--- src/rtl/sqrt_detect_ctrl_if.sv ---
// Control/status bundle between the sqrt detector controller and its datapath/host.
// master = controller side, slave = datapath + requester side.
interface sqrt_detect_ctrl_if;
  logic       go;
  logic       lt;
  logic       eq;
  logic       clr;
  logic       ld_sqrt;
  logic       ld_sum;
  logic       ld_val;
  logic [2:0] tx;
  logic [1:0] ty;
  logic [1:0] fn;
  logic       busy;
  logic       done;
  logic       is_square;
  logic       err;

  modport master (
    input  go, lt, eq,
    output clr, ld_sqrt, ld_sum, ld_val, tx, ty, fn, busy, done, is_square, err
  );

  modport slave (
    output go, lt, eq,
    input  clr, ld_sqrt, ld_sum, ld_val, tx, ty, fn, busy, done, is_square, err
  );
endinterface

--- src/rtl/sqrt_detect_ctrl.sv ---
// Moore sequencer for the odd-number-accumulation perfect-square detector.
// Optional iteration timeout enabled by defining SQRT_CTRL_TIMEOUT_EN.
module sqrt_detect_ctrl #(
  parameter int MAX_ITER = 65536,
  parameter int ITER_W   = 17
) (
  input  logic                 clk,
  input  logic                 rst_n,
  sqrt_detect_ctrl_if.master   bus
);

  typedef enum logic [2:0] {
    IDLE, INIT, CHK0, ACC, INCR, CMP, ODD, DONE
  } state_e;

  localparam logic [2:0] TX_SUM  = 3'b100;
  localparam logic [2:0] TX_SQRT = 3'b010;
  localparam logic [2:0] TX_IN   = 3'b001;
  localparam logic [1:0] TY_VAL  = 2'b10;
  localparam logic [1:0] TY_SUM  = 2'b01;
  localparam logic [1:0] FN_ADD  = 2'b00;
  localparam logic [1:0] FN_CMP  = 2'b01;
  localparam logic [1:0] FN_INC  = 2'b10;
  localparam logic [1:0] FN_INC2 = 2'b11;

  // The counter must be able to reach MAX_ITER-1.
  if (MAX_ITER >= (64'd1 << ITER_W)) begin : g_bad_cfg
    $error("sqrt_detect_ctrl: ITER_W too small for MAX_ITER");
  end

  state_e state_q, state_d;
  logic   is_sq_q, is_sq_d;
  logic   accept;
  logic   timeout_hit;

  assign accept = (state_q == IDLE) && bus.go;

`ifdef SQRT_CTRL_TIMEOUT_EN
  logic [ITER_W-1:0] iter_q, iter_d;
  logic              err_q, err_d;

  assign timeout_hit = (iter_q == ITER_W'(MAX_ITER - 1));

  always_comb begin
    iter_d = iter_q;
    err_d  = err_q;
    if (accept) begin
      iter_d = '0;
      err_d  = 1'b0;
    end else if (state_q == ODD) begin
      iter_d = iter_q + 1'b1;
    end else if (state_q == CMP && !bus.eq && !bus.lt && timeout_hit) begin
      err_d  = 1'b1;
    end
  end

  always_ff @(posedge clk or negedge rst_n) begin
    if (!rst_n) begin
      iter_q <= '0;
      err_q  <= 1'b0;
    end else begin
      iter_q <= iter_d;
      err_q  <= err_d;
    end
  end

  assign bus.err = err_q;
`else
  assign timeout_hit = 1'b0;
  assign bus.err     = 1'b0;
`endif

  always_ff @(posedge clk or negedge rst_n) begin
    if (!rst_n) begin
      state_q <= IDLE;
      is_sq_q <= 1'b0;
    end else begin
      state_q <= state_d;
      is_sq_q <= is_sq_d;
    end
  end

  // eq wins over lt if the datapath ever raises both.
  always_comb begin
    state_d = state_q;
    is_sq_d = is_sq_q;
    unique case (state_q)
      IDLE: if (bus.go) begin
        state_d = INIT;
        is_sq_d = 1'b0;
      end
      INIT: state_d = CHK0;
      CHK0: if (bus.eq) begin
        is_sq_d = 1'b1;
        state_d = DONE;
      end else begin
        state_d = ACC;
      end
      ACC:  state_d = INCR;
      INCR: state_d = CMP;
      CMP: begin
        if (bus.eq) begin
          is_sq_d = 1'b1;
          state_d = DONE;
        end else if (bus.lt || timeout_hit) begin
          is_sq_d = 1'b0;
          state_d = DONE;
        end else begin
          state_d = ODD;
        end
      end
      ODD:  state_d = ACC;
      DONE: state_d = IDLE;
      default: state_d = IDLE;
    endcase
  end

  always_comb begin
    bus.clr     = 1'b0;
    bus.ld_sqrt = 1'b0;
    bus.ld_sum  = 1'b0;
    bus.ld_val  = 1'b0;
    bus.tx      = 3'b000;
    bus.ty      = 2'b00;
    bus.fn      = FN_ADD;
    bus.busy    = 1'b1;
    bus.done    = 1'b0;
    unique case (state_q)
      IDLE: bus.busy = 1'b0;
      INIT: bus.clr  = 1'b1;
      CHK0, CMP: begin
        bus.tx = TX_IN;
        bus.ty = TY_SUM;
        bus.fn = FN_CMP;
      end
      ACC: begin
        bus.tx     = TX_SUM;
        bus.ty     = TY_VAL;
        bus.fn     = FN_ADD;
        bus.ld_sum = 1'b1;
      end
      INCR: begin
        bus.tx      = TX_SQRT;
        bus.fn      = FN_INC;
        bus.ld_sqrt = 1'b1;
      end
      ODD: begin
        bus.ty     = TY_VAL;
        bus.fn     = FN_INC2;
        bus.ld_val = 1'b1;
      end
      DONE: begin
        bus.busy = 1'b0;
        bus.done = 1'b1;
      end
      default: bus.busy = 1'b0;
    endcase
  end

  assign bus.is_square = is_sq_q;

endmodule

--- src/flat_wrapper.sv ---
// flat-port wrapper written by rule: the top's interface ports become plain ports
module sqrt_detect_ctrl_flat 
#(
  parameter int MAX_ITER = 65536,
  parameter int ITER_W   = 17
)
  (clk, rst_n, bus_go, bus_lt, bus_eq, bus_clr, bus_ld_sqrt, bus_ld_sum, bus_ld_val, bus_tx, bus_ty, bus_fn, bus_busy, bus_done, bus_is_square, bus_err);
  sqrt_detect_ctrl_if bus_i ();
  input  logic clk;
  input  logic rst_n;
  input wire logic [$bits(bus_i.go)-1:0] bus_go;
  input wire logic [$bits(bus_i.lt)-1:0] bus_lt;
  input wire logic [$bits(bus_i.eq)-1:0] bus_eq;
  output wire logic [$bits(bus_i.clr)-1:0] bus_clr;
  output wire logic [$bits(bus_i.ld_sqrt)-1:0] bus_ld_sqrt;
  output wire logic [$bits(bus_i.ld_sum)-1:0] bus_ld_sum;
  output wire logic [$bits(bus_i.ld_val)-1:0] bus_ld_val;
  output wire logic [$bits(bus_i.tx)-1:0] bus_tx;
  output wire logic [$bits(bus_i.ty)-1:0] bus_ty;
  output wire logic [$bits(bus_i.fn)-1:0] bus_fn;
  output wire logic [$bits(bus_i.busy)-1:0] bus_busy;
  output wire logic [$bits(bus_i.done)-1:0] bus_done;
  output wire logic [$bits(bus_i.is_square)-1:0] bus_is_square;
  output wire logic [$bits(bus_i.err)-1:0] bus_err;
  assign bus_i.go = bus_go;
  assign bus_i.lt = bus_lt;
  assign bus_i.eq = bus_eq;
  assign bus_clr = bus_i.clr;
  assign bus_ld_sqrt = bus_i.ld_sqrt;
  assign bus_ld_sum = bus_i.ld_sum;
  assign bus_ld_val = bus_i.ld_val;
  assign bus_tx = bus_i.tx;
  assign bus_ty = bus_i.ty;
  assign bus_fn = bus_i.fn;
  assign bus_busy = bus_i.busy;
  assign bus_done = bus_i.done;
  assign bus_is_square = bus_i.is_square;
  assign bus_err = bus_i.err;
  sqrt_detect_ctrl #(.MAX_ITER(MAX_ITER), .ITER_W(ITER_W)) u_core (.clk(clk), .rst_n(rst_n), .bus(bus_i));
endmodule
--- config.mk ---
export PLATFORM = sky130hd
export DESIGN_NAME = sqrt_detect_ctrl_flat
export DESIGN_NICKNAME = d
export VERILOG_FILES = /design/src/rtl/sqrt_detect_ctrl_if.sv /design/src/rtl/sqrt_detect_ctrl.sv /design/src/flat_wrapper.sv
export SDC_FILE = /design/constraint.sdc
export NUM_CORES = 1
export LEC_CHECK = 0
export ABC_AREA = 1
export ABC_CLOCK_PERIOD_IN_PS = 1400
export BUFFER_PORTS_ARGS = -buffer_cell sky130_fd_sc_hd__buf_2
export CAP_MARGIN = 20
export CORE_AREA = 2 2 39 41
export CTS_CLUSTER_DIAMETER = 50
export CTS_CLUSTER_SIZE = 14
export DETAILED_ROUTE_END_ITERATION = 16
export DIE_AREA = 0 0 41 43
export PLACE_DENSITY_LB_ADDON = 0.12
export SLEW_MARGIN = 5
export SYNTH_ARGS = -nofsm -noshare
export SYNTH_HDL_FRONTEND = slang
export SYNTH_SLANG_ARGS = --single-unit
--- constraint.sdc ---
create_clock -name clk -period 1.4 [get_ports clk]
set_clock_uncertainty 0.15 [all_clocks]
set_input_delay 0.28 -clock clk [delete_from_list [all_inputs] [get_ports clk]]
set_output_delay 0.28 -clock clk [all_outputs]
set_load 0.005 [all_outputs]
==> results by group <==
Run status
  – Status: complete, but fails checks
  – Failing checks: setup timing

Setup path
  – Worst setup path startpoint: u_core.state_q[0]
  – CP Max Fanout: 4
  – Critical path cell sequence: inv_4 -> ha_4 -> nand2_4 -> a221oi_2 -> buf_2
  – CP Launch Type: flop
  – R2r worst-path depth: 10
  – Worst path max stage delay: 0.44 ns
  – Slowest cell on crit path: dfrtp_2
  – CP required: 0.97 ns
  – R2r setup slk: -0.25 ns
  – RR Startpoint: u_core.state_q[1]
  – Delay-heaviest family, CP: flip-flops
  – Crit Path Class: reg -> out
  – Critical Path Stages: 5
  – Reg2reg end: u_core.bus.is_square
  – Worst Setup EP: bus_fn[1]
  – Critical Path Sink Type: output pin
  – CP bufs+invs: 2
  – Crit path DAT: 1.35 ns

Clock network
  – Max H-tree Level: 1
  – Worst-skew pair later-pin latency: 0.24 ns
  – Sink Count: 4
  – CTS clock-pin slew for the worst setup and hold paths: 0.04 ns
  – CTS max path bufs: 2
  – CTS buffer count: 3
  – Clock root buffer: clkbuf_4
  – CTS tree: done

Finish
  – Final Util: 60.8%
  – Layout area overhead: 87.7%
  – Finished Layout Cells: 114
  – Layout cells sized above 1: 68.4%
  – Final #Nets: 108
  – Post-route cell area: 841 sq um
  – Ant. Diodes: 0

Drt
  – WL final: 1280 microns
  – Routed Antenna Nets: 0
  – Pre-Repair DR Iteration Count: 4
  – Initial DRC Count: 3
  – Via count: 505
  – Vias per cell: 4.43
  – # DRC: 0
  – WL/cell: 11.2 microns

STA
  – Final critical-path share of the clock period: 127%
  – Max Slew Vio Count: 0
  – Final setup viols: 16
  – Unrepaired setup endpoints after global routing: yes
  – Final hold violation count: 0
  – Max Freq: 560 MHz
  – Final setup TNS: -4.45 ns
  – Minimum clock period: 1.78 ns
  – Final worst slack: -0.385 ns

Pwr
  – Sw power: 0.884 mW
  – Clock share of power: 8.0%
  – Peak supply drop: 0.00110 V
  – Switching part of the total: 44.8%
  – Internal power: 1.09 mW
  – Cell Pwr Density: 2350 nW/um^2
  – Comb power frac: 77.0%
  – Sequential cell fraction of total power: 15.0%
  – Lkg Pwr: 0.483 nW

Placement
  – Detailed-placement wirelength estimate: 907 microns
  – Placed Instances: 103
  – Area of placed instances: 666 sq um
  – # port buffers: 18
  – DP Worst Slack: -0.124 ns
  – Gpl congestion: 0.729

Floorplan
  – Die Wd: 41 microns
  – CORE AREA: 1380 sq um
  – Starting density of the core: 32.4%
  – Die H: 43 microns
  – Num rows: 14
  – Die area: 1760 sq um
  – Num ports: 20

Synthesis
  – #FFs+latches synth: 4
  – Mapped Nets: 71
  – Cells after Synth: 62
  – Synth top cells by count: inv_1, nand2_1, nor2_1, dfrtp_1, ha_1
  – Total number of yosys warnings: 0
  – Netlist Area Pre-Place: 448 sq um
  – Mean Syn Cell Area: 7.22 sq um
  – Area contributors post-synth: dfrtp_1, ha_1, inv_1
  – Sequential fraction of the synthesis area: 22.3%
  – Synth area leader: dfrtp_1
  – Yosys top cell area share: 22.3%
  – EDFF count, synth: 0
  – Cell variety after synth: 23
  – Async SR Flop Fraction: 100%
  – Most frequent cell after synthesis: inv_1
  – Ys flop type: dfrtp_1

Global route
  – Global-route track usage on met2: 25.9%
  – First-pass GRT wire length: 1900 microns
  – GRT Util Overall: 15.7%
  – GRT overflow: 0
  – Vias in the first global route: 474
  – Largest net degree at the start of global routing: 8
  – Met1 usage: 18.9%
  – Antenna violations before repair: 0
  – Met3 Track Usage GR: 4.71%
  – Top Usage Layer GRT: met2

Worst hold path
  – Hold/Removal Path Class: in -> async

Flow run
  – Number of max-cap violations: 0
-- repair_timing --
item | in CTS | in global routing
endpoints found under the setup margin | 16 | 17
setup buffers | 3 | 3
resized for setup | 16 | 13
hold buffers | 1 | 0
pin swaps | 7 | 3
endpoints found under the hold margin | 4 | 0
-- worst min-delay path by stage --
| stage | startpoint | to |
|---|---|---|
| finish | rst_n | u_core.state_q[0] |
| global route | rst_n | u_core.state_q[0] |
| CTS | rst_n | u_core.state_q[0] |
| detailed placement | rst_n | u_core.bus.is_square |
| global placement | rst_n | u_core.bus.is_square |
| floorplan | rst_n | u_core.bus.is_square |
-- power by group through the flow --
stage | sequential (mW) | clock, mW | combinational, mW
after floorplan | 0.267 | 0 | 0.759
after global placement | 0.292 | 0 | 1.15
after detailed placement | 0.289 | 0 | 1.15
after CTS | 0.298 | 0.169 | 1.34
after global routing | 0.303 | 0.176 | 1.66
final | 0.296 | 0.158 | 1.52
-- cells in the final DEF, fill, tap and decap left out, drive strengths merged --
master / netlist / final
inv: 13 / 13
nand3b: 1 / 1
nand3: 3 / 3
buf: 4 / 35
o21bai: 1 / 1
a221oi: 2 / 2
ha: 4 / 4
dlygate4sd3: 0 / 1
o21ai: 5 / 5
dfrtp: 4 / 4
nand4: 1 / 1
a21oi: 2 / 2
nand2: 12 / 12
o211ai: 1 / 1
clkbuf: 0 / 4
conb: 1 / 1
nor2: 7 / 7
nor3: 1 / 1
-- cells by family (layout without fill, tap and decap cells) --
family | count (synthesis) | count (layout) | synth area share [%]
simple gates | 25 | 25 | 29.1
buf+inv | 17 | 53 | 18.4
compound gates | 11 | 11 | 18.2
fa+ha+maj | 4 | 4 | 11.2
flops | 4 | 4 | 22.3
other cells | 1 | 1 | 0.837
-- metrics by stage --
stage	power [mW]	hold WS, ns
2_1_floorplan	1.03	-0.166
3_3_place_gp	1.44	-0.0590
3_5_place_dp	1.44	-0.0601
4_1_cts	1.81	0.227
5_1_grt	2.13	0.232
6_report	1.97	0.226
-- cell type report --
cell class              count  area (sq um)
multi-input cells          41           360
inverters                  13          56.3
flip-flops and latches      4           104
fillers                   116           543
repair buffers             36           274
well taps                  16          20.0
clock buffers               4          26.3
-- routing by layer --
metal / routed length [microns] / vias up / share of wire [%]
met5: 0 / - / 0
met4: 0 / 0 / 0
li1: - / 264 / -
met1: 495 / 231 / 39
met2: 751 / 10 / 59
met3: 31 / 0 / 2.4
-- sequential cells by signal, summed over array words and instances (netlist names) --
register	cells
u_core.state_q	3
u_core.bus.is_square	1
Power figures use the tool's default switching activity.
